--- config.mk ---
export PLATFORM = sky130hd
export DESIGN_NAME = load_store_unit_flat
export DESIGN_NICKNAME = d
export VERILOG_FILES = /design/src/rtl/lsu_pkg.sv /design/src/rtl/load_store_unit_if.sv /design/src/rtl/lsu_byte_lane.sv /design/src/rtl/load_store_unit.sv /design/src/flat_wrapper.sv
export SDC_FILE = /design/constraint.sdc
export NUM_CORES = 1
export LEC_CHECK = 0
export CORE_MARGIN = 1
export CORE_UTILIZATION = 45
export CTS_CLUSTER_SIZE = 12
export DETAILED_ROUTE_END_ITERATION = 16
export PLACE_DENSITY = 0.78
export REMOVE_ABC_BUFFERS = 1
export SLEW_MARGIN = 20
export SYNTH_ARGS = -nofsm -noshare
export SYNTH_HDL_FRONTEND = slang
export SYNTH_SLANG_ARGS = --single-unit
export TNS_END_PERCENT = 50
--- constraint.sdc ---
create_clock -name clk -period 3.5 [get_ports clk]
set_clock_uncertainty 0.2 [all_clocks]
set_input_delay 0.7 -clock clk [delete_from_list [all_inputs] [get_ports clk]]
set_output_delay 0.7 -clock clk [all_outputs]
set_load 0.05 [all_outputs]
--- src/rtl/lsu_pkg.sv ---
// Shared encodings for the load/store unit: access sizes, FSM states, byte counts.
// Pure declarations; no timing or flow control of its own.
package lsu_pkg;

  localparam logic [1:0] SZ_BYTE = 2'b00;
  localparam logic [1:0] SZ_HALF = 2'b01;
  localparam logic [1:0] SZ_WORD = 2'b10;
  localparam logic [1:0] SZ_ILL  = 2'b11;

  typedef enum logic [1:0] {
    ST_IDLE,
    ST_READ,
    ST_WRITE,
    ST_DONE
  } state_e;

  function automatic logic [2:0] nbytes(input logic [1:0] size);
    case (size)
      SZ_BYTE: nbytes = 3'd1;
      SZ_HALF: nbytes = 3'd2;
      default: nbytes = 3'd4;
    endcase
  endfunction

endpackage

--- src/rtl/load_store_unit_if.sv ---
// Datapath request/response handshake plus the big-endian data memory port.
// slave = the load/store unit, master = datapath and memory side.
interface load_store_unit_if;

  logic        req_valid;
  logic        req_ready;
  logic        req_write;
  logic [1:0]  req_size;
  logic        req_unsigned;
  logic [31:0] req_addr;
  logic [31:0] req_wdata;

  logic        resp_valid;
  logic [31:0] resp_rdata;
  logic        resp_error;

  logic [31:0] mem_address;
  logic [31:0] mem_wdata;
  logic        mem_write;
  logic        mem_read;
  logic [31:0] mem_rdata;

  modport master (
    output req_valid, req_write, req_size, req_unsigned, req_addr, req_wdata, mem_rdata,
    input  req_ready, resp_valid, resp_rdata, resp_error,
    input  mem_address, mem_wdata, mem_write, mem_read
  );

  modport slave (
    input  req_valid, req_write, req_size, req_unsigned, req_addr, req_wdata, mem_rdata,
    output req_ready, resp_valid, resp_rdata, resp_error,
    output mem_address, mem_wdata, mem_write, mem_read
  );

endinterface

--- src/rtl/lsu_byte_lane.sv ---
// Big-endian lane extract/extend for loads and lane merge for sub-word stores.
// Purely combinational; word size passes data straight through.
module lsu_byte_lane
  import lsu_pkg::*;
(
  input  logic [1:0]  size_i,
  input  logic        unsigned_i,
  input  logic [1:0]  addr_lo_i,
  input  logic [31:0] rword_i,
  input  logic [31:0] wdata_i,
  output logic [31:0] load_o,
  output logic [31:0] merge_o
);

  logic [4:0]  bsh;
  logic [4:0]  hsh;
  logic [7:0]  bval;
  logic [15:0] hval;

  // Byte 0 of the word sits in the top lane, so the shift is (3 - offset) bytes.
  assign bsh  = {~addr_lo_i, 3'b000};
  assign hsh  = {~addr_lo_i[1], 4'b0000};
  assign bval = 8'(rword_i >> bsh);
  assign hval = 16'(rword_i >> hsh);

  always_comb begin
    load_o  = rword_i;
    merge_o = wdata_i;
    case (size_i)
      SZ_BYTE: begin
        load_o  = {{24{bval[7] & ~unsigned_i}}, bval};
        merge_o = (rword_i & ~(32'h0000_00FF << bsh)) | ({24'b0, wdata_i[7:0]} << bsh);
      end
      SZ_HALF: begin
        load_o  = {{16{hval[15] & ~unsigned_i}}, hval};
        merge_o = (rword_i & ~(32'h0000_FFFF << hsh)) | ({16'b0, wdata_i[15:0]} << hsh);
      end
      default: ;
    endcase
  end

endmodule

--- src/rtl/load_store_unit.sv ---
// One-at-a-time load/store initiator; latency 1 (error), 2 (word store), READ_WAIT+1 (load), READ_WAIT+2 (sub-word store).
// req_ready only in IDLE; requests offered while busy are ignored and must be held.
module load_store_unit
  import lsu_pkg::*;
#(
  parameter int READ_WAIT = 6,
  parameter int MEM_BYTES = 1024
) (
  input  logic               clk,
  input  logic               reset,
  load_store_unit_if.slave   bus
);

  localparam int              CW        = (READ_WAIT > 1) ? $clog2(READ_WAIT) : 1;
  localparam logic [CW-1:0]   CNT_LAST  = CW'(READ_WAIT - 1);
  localparam logic [32:0]     MEM_LIMIT = 33'(MEM_BYTES);

  state_e        state_q, state_d;
  logic [CW-1:0] cnt_q, cnt_d;
  logic          write_q, write_d;
  logic [1:0]    size_q, size_d;
  logic          uns_q, uns_d;
  logic [31:0]   addr_q, addr_d;
  logic [31:0]   wdata_q, wdata_d;
  logic [31:0]   rword_q, rword_d;
  logic          err_q, err_d;

  logic [32:0]   last_byte;
  logic          req_err;
  logic [31:0]   load_data;
  logic [31:0]   merge_data;

  assign last_byte = {1'b0, bus.req_addr} + 33'(nbytes(bus.req_size)) - 33'd1;
  assign req_err   = (bus.req_size == SZ_ILL)
                   || (bus.req_size == SZ_HALF && bus.req_addr[0])
                   || (bus.req_size == SZ_WORD && bus.req_addr[1:0] != 2'b00)
                   || (last_byte >= MEM_LIMIT);

  lsu_byte_lane u_lane (
    .size_i     (size_q),
    .unsigned_i (uns_q),
    .addr_lo_i  (addr_q[1:0]),
    .rword_i    (rword_q),
    .wdata_i    (wdata_q),
    .load_o     (load_data),
    .merge_o    (merge_data)
  );

  always_ff @(posedge clk or posedge reset) begin
    if (reset) begin
      state_q <= ST_IDLE;
      cnt_q   <= '0;
      write_q <= 1'b0;
      size_q  <= SZ_BYTE;
      uns_q   <= 1'b0;
      addr_q  <= '0;
      wdata_q <= '0;
      rword_q <= '0;
      err_q   <= 1'b0;
    end else begin
      state_q <= state_d;
      cnt_q   <= cnt_d;
      write_q <= write_d;
      size_q  <= size_d;
      uns_q   <= uns_d;
      addr_q  <= addr_d;
      wdata_q <= wdata_d;
      rword_q <= rword_d;
      err_q   <= err_d;
    end
  end

  // Memory strobes are decoded from state_q alone, so reset removes them asynchronously
  // and mem_wdata is always a fully merged word, never a partial one.
  always_comb begin
    state_d = state_q;
    cnt_d   = cnt_q;
    write_d = write_q;
    size_d  = size_q;
    uns_d   = uns_q;
    addr_d  = addr_q;
    wdata_d = wdata_q;
    rword_d = rword_q;
    err_d   = err_q;

    bus.req_ready   = 1'b0;
    bus.resp_valid  = 1'b0;
    bus.resp_error  = 1'b0;
    bus.resp_rdata  = '0;
    bus.mem_address = '0;
    bus.mem_wdata   = '0;
    bus.mem_read    = 1'b0;
    bus.mem_write   = 1'b0;

    case (state_q)
      ST_IDLE: begin
        bus.req_ready = 1'b1;
        if (bus.req_valid) begin
          write_d = bus.req_write;
          size_d  = bus.req_size;
          uns_d   = bus.req_unsigned;
          addr_d  = bus.req_addr;
          wdata_d = bus.req_wdata;
          err_d   = req_err;
          cnt_d   = '0;
          if (req_err)
            state_d = ST_DONE;
          else if (bus.req_write && bus.req_size == SZ_WORD)
            state_d = ST_WRITE;
          else
            state_d = ST_READ;
        end
      end
      ST_READ: begin
        bus.mem_read    = 1'b1;
        bus.mem_address = {addr_q[31:2], 2'b00};
        if (cnt_q == CNT_LAST) begin
          rword_d = bus.mem_rdata;
          state_d = write_q ? ST_WRITE : ST_DONE;
        end else begin
          cnt_d = cnt_q + 1'b1;
        end
      end
      ST_WRITE: begin
        bus.mem_write   = 1'b1;
        bus.mem_address = {addr_q[31:2], 2'b00};
        bus.mem_wdata   = merge_data;
        state_d         = ST_DONE;
      end
      ST_DONE: begin
        bus.resp_valid = 1'b1;
        bus.resp_error = err_q;
        bus.resp_rdata = (err_q || write_q) ? 32'h0 : load_data;
        state_d        = ST_IDLE;
      end
      default: state_d = ST_IDLE;
    endcase
  end

endmodule

--- src/flat_wrapper.sv ---
// flat-port wrapper written by rule: the top's interface ports become plain ports
module load_store_unit_flat import lsu_pkg::*;
#(
  parameter int READ_WAIT = 6,
  parameter int MEM_BYTES = 1024
)
  (clk, reset, bus_req_valid, bus_req_write, bus_req_size, bus_req_unsigned, bus_req_addr, bus_req_wdata, bus_mem_rdata, bus_req_ready, bus_resp_valid, bus_resp_rdata, bus_resp_error, bus_mem_address, bus_mem_wdata, bus_mem_write, bus_mem_read);
  load_store_unit_if bus_i ();
  input  logic clk;
  input  logic reset;
  input wire logic [$bits(bus_i.req_valid)-1:0] bus_req_valid;
  input wire logic [$bits(bus_i.req_write)-1:0] bus_req_write;
  input wire logic [$bits(bus_i.req_size)-1:0] bus_req_size;
  input wire logic [$bits(bus_i.req_unsigned)-1:0] bus_req_unsigned;
  input wire logic [$bits(bus_i.req_addr)-1:0] bus_req_addr;
  input wire logic [$bits(bus_i.req_wdata)-1:0] bus_req_wdata;
  input wire logic [$bits(bus_i.mem_rdata)-1:0] bus_mem_rdata;
  output wire logic [$bits(bus_i.req_ready)-1:0] bus_req_ready;
  output wire logic [$bits(bus_i.resp_valid)-1:0] bus_resp_valid;
  output wire logic [$bits(bus_i.resp_rdata)-1:0] bus_resp_rdata;
  output wire logic [$bits(bus_i.resp_error)-1:0] bus_resp_error;
  output wire logic [$bits(bus_i.mem_address)-1:0] bus_mem_address;
  output wire logic [$bits(bus_i.mem_wdata)-1:0] bus_mem_wdata;
  output wire logic [$bits(bus_i.mem_write)-1:0] bus_mem_write;
  output wire logic [$bits(bus_i.mem_read)-1:0] bus_mem_read;
  assign bus_i.req_valid = bus_req_valid;
  assign bus_i.req_write = bus_req_write;
  assign bus_i.req_size = bus_req_size;
  assign bus_i.req_unsigned = bus_req_unsigned;
  assign bus_i.req_addr = bus_req_addr;
  assign bus_i.req_wdata = bus_req_wdata;
  assign bus_i.mem_rdata = bus_mem_rdata;
  assign bus_req_ready = bus_i.req_ready;
  assign bus_resp_valid = bus_i.resp_valid;
  assign bus_resp_rdata = bus_i.resp_rdata;
  assign bus_resp_error = bus_i.resp_error;
  assign bus_mem_address = bus_i.mem_address;
  assign bus_mem_wdata = bus_i.mem_wdata;
  assign bus_mem_write = bus_i.mem_write;
  assign bus_mem_read = bus_i.mem_read;
  load_store_unit #(.READ_WAIT(READ_WAIT), .MEM_BYTES(MEM_BYTES)) u_core (.clk(clk), .reset(reset), .bus(bus_i));
endmodule
==> metrics.txt <==
worst-skew pair later-pin latency between 0.3 and 0.4 ns; core area 0.0167 mm2; synthesis-to-layout area growth 55.0%; vias per cell roughly 5.5; worst-margin pin slew ~0.97 ns; crit path launch type input port; Final Non-Filler Cells 1452; most frequent cells after synthesis dfrtp_1 (106), nand2_1 (92), a21oi_1 (86); CTS Hold Bufs 0; hpwl dp between 15000 and 20000 um; Req. time, crit path around 3.6 ns; asr flop ratio synth 100%; final setup fails 3; antenna-violating nets left 0; GRT Util Overall 28.7%; DRC 0; CP endpoint u_core.err_q; die area between 0.015 and 0.02 mm2; fin crit share 116%; nets@finish 1371; Leak Pwr ~0.0055 uW; global-route wire length before repair about 40000 um; crit-path leading delay family simple AND/OR/NAND/NOR gates; CTS tree built; RR Endpoint u_core.addr_q[14]; dpl cells 1425; Port Buffers 201; Most Frequent Cell on Critical Path buf_4; CP Buf/Inv Count 4; Ports 204; Arr. time, crit path around 4 ns; WL/cell approximately 17 um; CP Capture Type flip-flop; CTS Buffer Depth 2; max_cap viols 0; Die Height approximately 130 um; critical path's largest stage delay approximately 0.56 ns; PD cells about 780 mW/mm2; r2r worst-path depth 6; Rows between 40 and 50; main area contributors after synthesis dfrtp_1 (34%), mux2_2 (11%), ha_1 (6.4%); Max-slew headroom between 30% and 40%; share of Yosys cell area claimed by the top area cell type approximately 34%; CP max-delay cell or4_4; RR Startpoint u_core.state_q[0]; CTS root buffer clkbuf_16; max-slew violations 0; grt total ovfl 0; Setup WS post-layout -0.567 ns; DRT Wirelength ~25000 um; most common cell in the netlist dfrtp_1; VDD IR max about 0.66 mV; cts bufs inserted 9; Worst R2R Setup Slack approximately 1.1 ns; minimum clock period about 4 ns; syn avg cell area ~8.6 um2; antenna cells 0; Total Power between 9000 and 10000 uW; die width around 130 um; EDFF count, synth 0; share of cells above drive strength 1 32.7%; Syn Inst Count roughly 910; hold crit path type flip-flop to flip-flop; largest area contributor in the netlist dfrtp_1; GP Congestion between 0.9 and 1; Ys Warns 0; drt pass-1 iters 6; initial antenna violation count 0; largest net degree at the start of global routing 61; initial drt markers ~600; CTS clk-pin slew, worst paths roughly 0.080 ns; Placed Area between 0.01 and 0.015 mm2; H-tree levels 3; unrepaired setup endpoints after global routing yes; critical path type input port to flip-flop; Initial Util around 46%; mapped cell area 0.00776 mm2; sequential area share after synthesis about a third; status finished with violations; crit path cell chain clkdlybuf4s50_1, inv_1, ha_1, buf_4, nand2_1, o21a_1, buf_4, a31oi_4, nand2_2, a2111oi_4, nand3_1, or4_4, or3_4, mux2_2; Yosys reg bits 106; final hold violations 0; vias in the first global route 7813; top_reg_cell synth dfrtp_1; FMAX between 0.2 and 0.25 GHz; worst-path fanout max 5; via count 8023; Sink Count ~110; count of different cell masters after synthesis 64; Crit. path cell count 14; crit path from bus_req_addr[15]; failing checks negative setup slack; Post-Layout Inst Area 0.0120 mm2; fillers 1288; final core utilization just over 70%
==> placed cells by master (no fill, tap or decap), drive strengths merged, types with 5 or more instances in the layout <==
cell             n
o21ai           72
a222oi           8
o21a             5
mux2            76
a31oi            8
xnor2            9
nor3            17
nand2           93
o211ai           5
and2            42
clkbuf          10
nor2b           12
nand4            5
a221oi           8
nand2b          12
mux2i           18
a21oi           89
clkdlybuf4s50  118
ha              40
nor2            57
and3            11
nor4             6
dfrtp          106
nand3           10
a21boi           8
inv             71
nor3b           10
buf            233
==> cell type report <==
cell class | count | area (um2) | share of cell area [%]
Sequential cell | 106 | 2660 | 22.1
Multi-Input combinational cell | 682 | 5080 | 42.2
Inverter | 68 | 260 | 2.16
Clock buffer | 10 | 239 | 1.99
Clock inverter | 6 | 70.1 | 0.582
Tap cell | 220 | 275 | 2.29
Timing Repair Buffer | 360 | 3460 | 28.7
==> tightest hold or removal path: cells and delay by family, from the launching register on <==
| family | cells | cell delay [ns] |
|---|---|---|
| and+or+nand+nor | 1 | 0.04 |
| AOI/OAI and AO/OA | 1 | 0.06 |
| DFF | 1 | 0.34 |
==> report_power, final <==
| part | leakage (uW) | total, uW | internal, uW | switching [uW] |
|---|---|---|---|---|
| registers | 0.00127 | 2270 | 1760 | 509 |
| clock network | 0.000151 | 1060 | 528 | 537 |
| logic | 0.00404 | 6000 | 2460 | 3540 |
==> worst min path at each step <==
stage | depth (start not counted) | to | slack [ns] | from
after CTS | 2 | u_core.addr_q[26] | 0.28 | u_core.addr_q[26]
after global routing | 2 | u_core.addr_q[2] | 0.32 | u_core.addr_q[2]
after global placement | 2 | u_core.addr_q[3] | 0.26 | u_core.addr_q[3]
after floorplan | 2 | u_core.addr_q[18] | 0.24 | u_core.addr_q[18]
final | 2 | u_core.addr_q[26] | 0.28 | u_core.addr_q[26]
after detailed placement | 2 | u_core.addr_q[26] | 0.27 | u_core.addr_q[26]
==> sequential cells by signal, indices dropped and copies added, names as in the netlist <==
| register | flops |
|---|---|
| u_core.addr_q | 32 |
| u_core.size_q | 2 |
| u_core.write_q | 1 |
| u_core.cnt_q | 3 |
| u_core.state_q | 2 |
| u_core.wdata_q | 32 |
| u_core.uns_q | 1 |
| u_core.err_q | 1 |
| u_core.rword_q | 32 |
==> per-stage QoR <==
stage          setup TNS [ns]  hold slack (ns)  worst slack (ns)
6_report                -1.42            0.277            -0.567
2_1_floorplan          -36.13            0.242            -0.966
3_5_place_dp            -4.64            0.266             -1.65
3_3_place_gp            -4.40            0.257             -1.57
5_1_grt                 -1.77            0.319            -0.677
4_1_cts                 -1.45            0.284            -0.557
==> what timing repair did <==
| action | CTS | global route |
|---|---|---|
| resized for setup | 77 | 28 |
| buffers inserted | 8 | 3 |
| endpoints found under the setup margin | 7 | 20 |
| pin swaps | 27 | 15 |
==> kinds of logic after synthesis <==
| family | count (synthesis) | synth area share, % |
|---|---|---|
| AND/OR/NAND/NOR | 289 | 18.6 |
| multiplexers | 94 | 13.3 |
| other | 1 | 0.0483 |
| flip-flops | 106 | 34.2 |
| XOR/XNOR | 13 | 1.47 |
| AO/OA/AOI/OAI | 243 | 19.7 |
| adder cells (fa/ha/maj) | 41 | 6.70 |
| buffers and inverters | 120 | 5.99 |
==> layer usage <==
| layer | GRT usage [%] | vias to the layer above | wire, um |
|---|---|---|---|
| met1 | 36.2 | 3812 | 10700 |
| li1 | - | 3840 | - |
| met4 | 9.15 | 0 | 661 |
| met5 | 0 | - | 0 |
| met2 | 50.0 | 323 | 12300 |
| met3 | 4.60 | 48 | 1730 |
No activity file was read; power rests on OpenSTA's default activity.
==> edit 1 (same settings) <==
Make the reset (`reset`) synchronous in one clocked block. Comments in the files are not updated.
--- a/src/rtl/load_store_unit.sv
+++ b/src/rtl/load_store_unit.sv
@@ -47,5 +47,5 @@
   );
 
-  always_ff @(posedge clk or posedge reset) begin
+  always_ff @(posedge clk) begin
     if (reset) begin
       state_q <= ST_IDLE;
Check against the original RTL: differs if reset is asserted again (counterexample within 4 cycles, from zero or initial values and one cycle with reset high); with reset held inactive, the same outputs for 10 cycles.
==> edit 1 against the unedited design <==
- the run still ends with negative setup slack left
- maximum frequency increased by 2.4%
- cell area rose by 4.3%
- cell count increased by 17%
- sequential cell count did not move
- routed wire length is 18% higher
- area after synthesis increased by 1.9%
- worst setup slack better by 95 ps
- global-route usage rose by 4.1 points
- core utilization is 0.79 points higher
- largest cell class unchanged
- highest routed layer unchanged
Power is not compared: it rests on default switching activity, and its combinational part moved more than twofold at a synthesized area within 25%.
==> edit 1: results (changes against the unedited design) <==
Worst Hold End: u_core.addr_q[7]
Number of antenna violations at the first check in global routing: 0 (unchanged)
Final setup viols: 3 (unchanged)
Ys Warns: 0 (unchanged)
Drt via density: 5.67 (+2.6%)
Crit path kind: primary input to flip-flop
Largest net degree at the start of global routing: 70 (+15%)
Worst hold path depth: 2 (unchanged)
Sequential share of the synthesized area: 0.268 (-0.0733)
Routed wire per std cell: 17.6 um (+0.51%)
Worst hold path type: flip-flop to flip-flop
Pre-CTS WS: -1460 ps (+190 ps)
Failing checks: negative setup slack
CTS clk-pin slew, worst paths: 80 ps (about the same)
First-pass GRT wire length: 47200 um (+17%)
Antenna cells: 0 (unchanged)
First-pass iteration count of the detailed router: 6 (unchanged)
EDFF count, synth: 0 (unchanged)
Met1 Resource Use GR: 0.407 (+0.0458)
Top post-synthesis cells by area: dfxtp_1, nand2_1, a21oi_1, ha_1, and2_1
M2 GR Usage: 0.566 (+0.0659)
Number of cells on the worst reg-to-reg path: 6 (unchanged)
Crit path arrival time: 4000 ps (-120 ps)
CP Max Fanout: 3 (-2)
Placer Congestion: 0.980 (+6.2%)
WHS: 251 ps (-26.8 ps)
Final #Nets: 1617 (+18%)
Post-DP HPWL: 22400 um (+18%)
R2r setup slk: 1320 ps (+270 ps)
Initial DRC count: 962 (+63%)
Final worst slack: -472 ps (+95.3 ps)
Rel. slew slack: 0.488 (+0.141)
Number of global-route vias before repair: 9183 (+18%)
RR Startpoint: u_core.state_q[1]
Switching Share: 0.441
Met3 usage in global routing: 0.0533 (+0.00726)
Clock Latency Late Sink: 360 ps (about the same)
Distinct cells, synth: 77 (+20%)
Largest registers: u_core.addr_q: 32 flops, u_core.rword_q: 32 flops, u_core.wdata_q: 32 flops
Async SR Flop Fraction: 0 (-1.00)
Root Buffer: clkbuf_16
Leak: 5.08 nW
Post-synth top cells: nand2_1, a21oi_1, dfxtp_1
Placement Cell Area: 11600 sq um (+3.2%)
Total track usage: 0.328 (+0.0407)
Fill count: 1377 (+6.9%)
VDD IR max: 258 uV
Reg-to-reg critical path endpoint: u_core.rword_q[6]
Layout cells sized above 1: 0.270 (-0.0572)
H-tree depth: 3 (unchanged)
Port Buf Inserts: 201 (unchanged)
Dominant synthesized flop cell: dfxtp_1
Clock buffer depth: 2 (unchanged)
Hold Crit Start: u_core.addr_q[7]
Num CTS Buffers: 9 (unchanged)
Outcome: finished, violations left
## edit 1: cell count changes after synthesis, sizes merged, moves of 10 or more
cell | unedited run | this run
a21oi | 89 | 189
buf | 10 | 22
clkbuf | 42 | 61
dfrtp | 106 | 0
dfxtp | 0 | 106
mux2 | 76 | 4
nand2 | 93 | 292
o211ai | 5 | 15
o21ai | 72 | 48
## edit 1: timing repair
action / in CTS / in global routing
buffers inserted: 12 / 2
setup endpoints to repair: 18 / 30
pin swaps: 38 / 17
resized for setup: 146 / 28
## edit 1: how the worst max path moves through the flow
stage,startpoint,to,depth (start not counted)
floorplan,bus_req_size[0],u_core.err_q,16
global placement,bus_req_size[0],u_core.err_q,18
detailed placement,bus_req_size[0],u_core.err_q,18
CTS,bus_req_size[1],u_core.err_q,18
global route,bus_req_size[1],u_core.err_q,16
finish,bus_req_size[1],u_core.err_q,19
## edit 1: cell type report
| type | count | area [sq um] | share of cell area |
|---|---|---|---|
| multi-input combinational | 914 | 5830 | 0.464 |
| sequential | 106 | 2120 | 0.169 |
| inverter | 70 | 265 | 0.0211 |
| tap | 225 | 282 | 0.0224 |
| clock inverter | 6 | 57.6 | 0.00458 |
| clock buffer | 10 | 229 | 0.0182 |
| timing repair buffer | 372 | 3770 | 0.300 |
## edit 1: kinds of logic after synthesis
family                   after synthesis  synth area share
AO/OA/AOI/OAI                        356             0.280
adder cells (fa/ha/maj)               41            0.0658
AND/OR/NAND/NOR                      489             0.277
other                                  1          0.000474
buffers and inverters                153            0.0769
XOR/XNOR                              13            0.0144
multiplexers                          13            0.0171
flip-flops                           106             0.268
## edit 1: per-stage QoR
| step | util | cells | setup TNS [ps] |
|---|---|---|---|
| floorplan | - | 1090 | -21380 |
| global placement | 0.671 | 1674 | -3940 |
| detailed placement | 0.671 | 1674 | -4130 |
| CTS | 0.721 | 1701 | -909 |
| global route | 0.729 | 1703 | -1350 |
| finish | 0.729 | 1703 | -1000 |
## edit 1: power by group through the flow
stage	clock (mW)	combinational (mW)	sequential [mW]
after floorplan	0	1.43	1.50
after global placement	0	2.54	1.50
after detailed placement	0	2.56	1.50
after CTS	1.05	2.70	1.48
after global routing	1.11	2.96	1.50
final	1.04	2.76	1.48
## edit 1: routing by layer
layer | wire [um] | vias up | part of all wire
met1 | 12200 | 4486 | 0.41
met3 | 2140 | 70 | 0.071
met4 | 1010 | 0 | 0.034
met2 | 14600 | 474 | 0.49
li1 | - | 4626 | -
met5 | 0 | - | 0
## edit 1: worst max-delay path, cell delays in order
cell and delay [ps]:
buf_6 100, or2_4 250, ha_4 160, inv_4 50, ha_4 130, inv_2 40
fa_2 310, nand2b_4 150, a21oi_4 160, buf_6 120, o21ai_4 60, a211oi_2 200
buf_4 170, nor2b_4 40, xnor2_1 110, or3_1 300, or4_4 530, o41ai_2 350
a21oi_1 100
==> edit 2 (same settings) <==
Made on the original files. `READ_WAIT` is set to 6 in 2 places; all go to 12.
--- a/src/rtl/load_store_unit.sv
+++ b/src/rtl/load_store_unit.sv
@@ -4,5 +4,5 @@
   import lsu_pkg::*;
 #(
-  parameter int READ_WAIT = 6,
+  parameter int READ_WAIT = 12,
   parameter int MEM_BYTES = 1024
 ) (
--- a/src/flat_wrapper.sv
+++ b/src/flat_wrapper.sv
@@ -2,5 +2,5 @@
 module load_store_unit_flat import lsu_pkg::*;
 #(
-  parameter int READ_WAIT = 6,
+  parameter int READ_WAIT = 12,
   parameter int MEM_BYTES = 1024
 )
Check against the original RTL: not equivalent (a bounded check fails within 10 cycles, from zero or initial values and one cycle with reset high).
==> edit 2 against the unedited design <==
- the run still ends with negative setup slack left
- first-iteration DRC count down 1.9%
- cell area is 0.31% lower
- register-to-register slack worse by 120 ps
- critical path depth is 3 higher
- routed wire length is 0.65% higher
- count of clock-buffer cells in the layout shrank 1
- sequential cell count rose by 1
- area after synthesis is 2.7% higher
- sequential power is 10% lower
- power up 2.3%
- worst setup slack improved by 440 ps
- die area increased by 2.7%
- largest power group unchanged
==> edit 2: results (changes against the unedited design) <==
Outcome: finished, violations left
Failing checks: negative setup slack
Root Buffer: clkbuf_16
DR top layer: met5
Number of global-route vias before repair: 7865 (+0.67%)
Leak: 5.49 nW (+0.51%)
Sequential share of the synthesized area: 0.336 (-0.00587)
First-pass GRT wire length: 40100 um (-0.26%)
Routed wire per std cell: 17.3 um (-0.98%)
Top post-synthesis cells by area: dfrtp_1, mux2_2, ha_1, a21oi_1, nand2_1
Final worst slack: -125 ps (+442 ps)
Placer Congestion: 0.950 (+3.0%)
Ys Warns: 0 (unchanged)
Crit path max-delay family: compound AO/OA/AOI/OAI gates
Worst hold path type: flip-flop to flip-flop
Distinct cells, synth: 64 (unchanged)
Number of antenna violations at the first check in global routing: 1 (+1)
VDD IR max: 545 uV (-18%)
Slowest cell on crit path: a2111oi_4
Placement Cell Area: 11400 sq um (+1.9%)
Remaining antenna violation count: 0 (unchanged)
Async SR Flop Fraction: 1.00 (unchanged)
Met1 WL: 10500 um (-1.4%)
Num CTS Buffers: 9 (unchanged)
Total track usage: 0.283 (-0.00408)
Antenna cells: 0 (unchanged)
Rel. slew slack: 0.368 (+0.0206)
Port Buf Inserts: 201 (unchanged)
Largest net degree at the start of global routing: 57 (-6.6%)
Clock buffer depth: 2 (unchanged)
Fill count: 1340 (+4.0%)
Post-DP HPWL: 19300 um (+1.8%)
Clock Latency Late Sink: 360 ps (about the same)
Layout cells sized above 1: 0.313 (-0.0138)
CTS clk-pin slew, worst paths: 80 ps (about the same)
Drt via density: 5.55 (+0.52%)
Met3 WL: 1660 um (-3.8%)
Initial DRC count: 579 (-1.9%)
CP peak stage delay: 420 ps (-140 ps)
Final setup viols: 3 (unchanged)
Dominant synthesized flop cell: dfrtp_1
Final #Nets: 1389 (+1.3%)
H-tree depth: 3 (unchanged)
Met2 WL: 12500 um (+1.3%)
Largest registers: u_core.addr_q: 32 flops, u_core.rword_q: 32 flops, u_core.wdata_q: 32 flops
CP Max Fanout: 4 (-1)
Post-synth top cells: dfrtp_1, nand2_1, a21oi_1
First-pass iteration count of the detailed router: 6 (unchanged)
## edit 2: cell types whose count changed after synthesis, sizes merged, moves of 5 or more
cell / change
a211oi: +5
a21o: +8
a21oi: -5
nand2: +8
nand4: +5
nor2: +11
nor3: -7
o21ai: +7
xnor2: -5
## edit 2: logic make-up (layout without fill, tap and decap cells)
group,Yosys count,count (layout),share of synthesized area
flip-flops,107,107,0.336
buffers and inverters,124,430,0.0602
multiplexers,95,95,0.131
adder cells (fa/ha/maj),40,40,0.0637
AND/OR/NAND/NOR,303,303,0.187
XOR/XNOR,7,7,0.00769
AO/OA/AOI/OAI,267,267,0.214
other,1,2,0.000470
## edit 2: per-stage QoR
step | util | power (mW) | cells | TNS (ps) | setup WS (ps)
3_5_place_dp | 0.660 | 8.43 | 1455 | -3190 | -1120
3_3_place_gp | 0.660 | 8.35 | 1455 | -2890 | -984
4_1_cts | 0.684 | 9.52 | 1473 | -89.5 | -86.8
6_report | 0.694 | 9.55 | 1476 | -309 | -125
5_1_grt | 0.694 | 10.1 | 1476 | -900 | -311
2_1_floorplan | - | 5.86 | 891 | -38950 | -431
## edit 2: timing repair
| action | 4_1_cts | 5_1_grt |
|---|---|---|
| endpoints found under the setup margin | 3 | 16 |
| pin swaps | 13 | 11 |
| hold buffers | 0 | 0 |
| gates resized for setup | 39 | 33 |
| cloned | 0 | 0 |
| buffers inserted | 2 | 3 |
## edit 2: cell type report
class,instances,share of cell area
inverter,70,0.0223
timing repair buffer,344,0.283
multi-input combinational,714,0.423
sequential,107,0.223
clock buffer,9,0.0188
clock inverter,7,0.00605
tap,225,0.0235
## edit 2: per-layer routing
layer	track usage	vias up
li1	-	3932
met1	0.352	3840
met2	0.483	358
met3	0.0387	66
met4	0.133	2
met5	0	-
## edit 2: final timing paths
| path | from | end | slack (ps) | cells past startpoint |
|---|---|---|---|---|
| hold / removal | u_core.addr_q[7] | u_core.addr_q[7] | 280 | 2 |
| setup / recovery | bus_req_size[0] | u_core.state_q[1] | -120 | 17 |
| setup reg to reg | u_core.cnt_q[0] | u_core.rword_q[6] | 930 | 4 |
| hold reg to reg | u_core.addr_q[7] | u_core.addr_q[7] | 280 | 2 |
| min in group asynchronous | reset | u_core.write_q | 540 | 2 |
| max in group asynchronous | reset | u_core.rword_q[8] | 1810 | 3 |
## edit 2: worst min-delay path, cell delays in order (launching register included)
cell	delay, ps
dfrtp_1	340
nand2_1	40
o21ai_0	60
## edit 2: report_power, final
group          switching (mW)  internal, mW  leakage (nW)
combinational            3.84          2.62          4.06
clock                   0.532         0.505         0.143
sequential              0.371          1.67          1.29
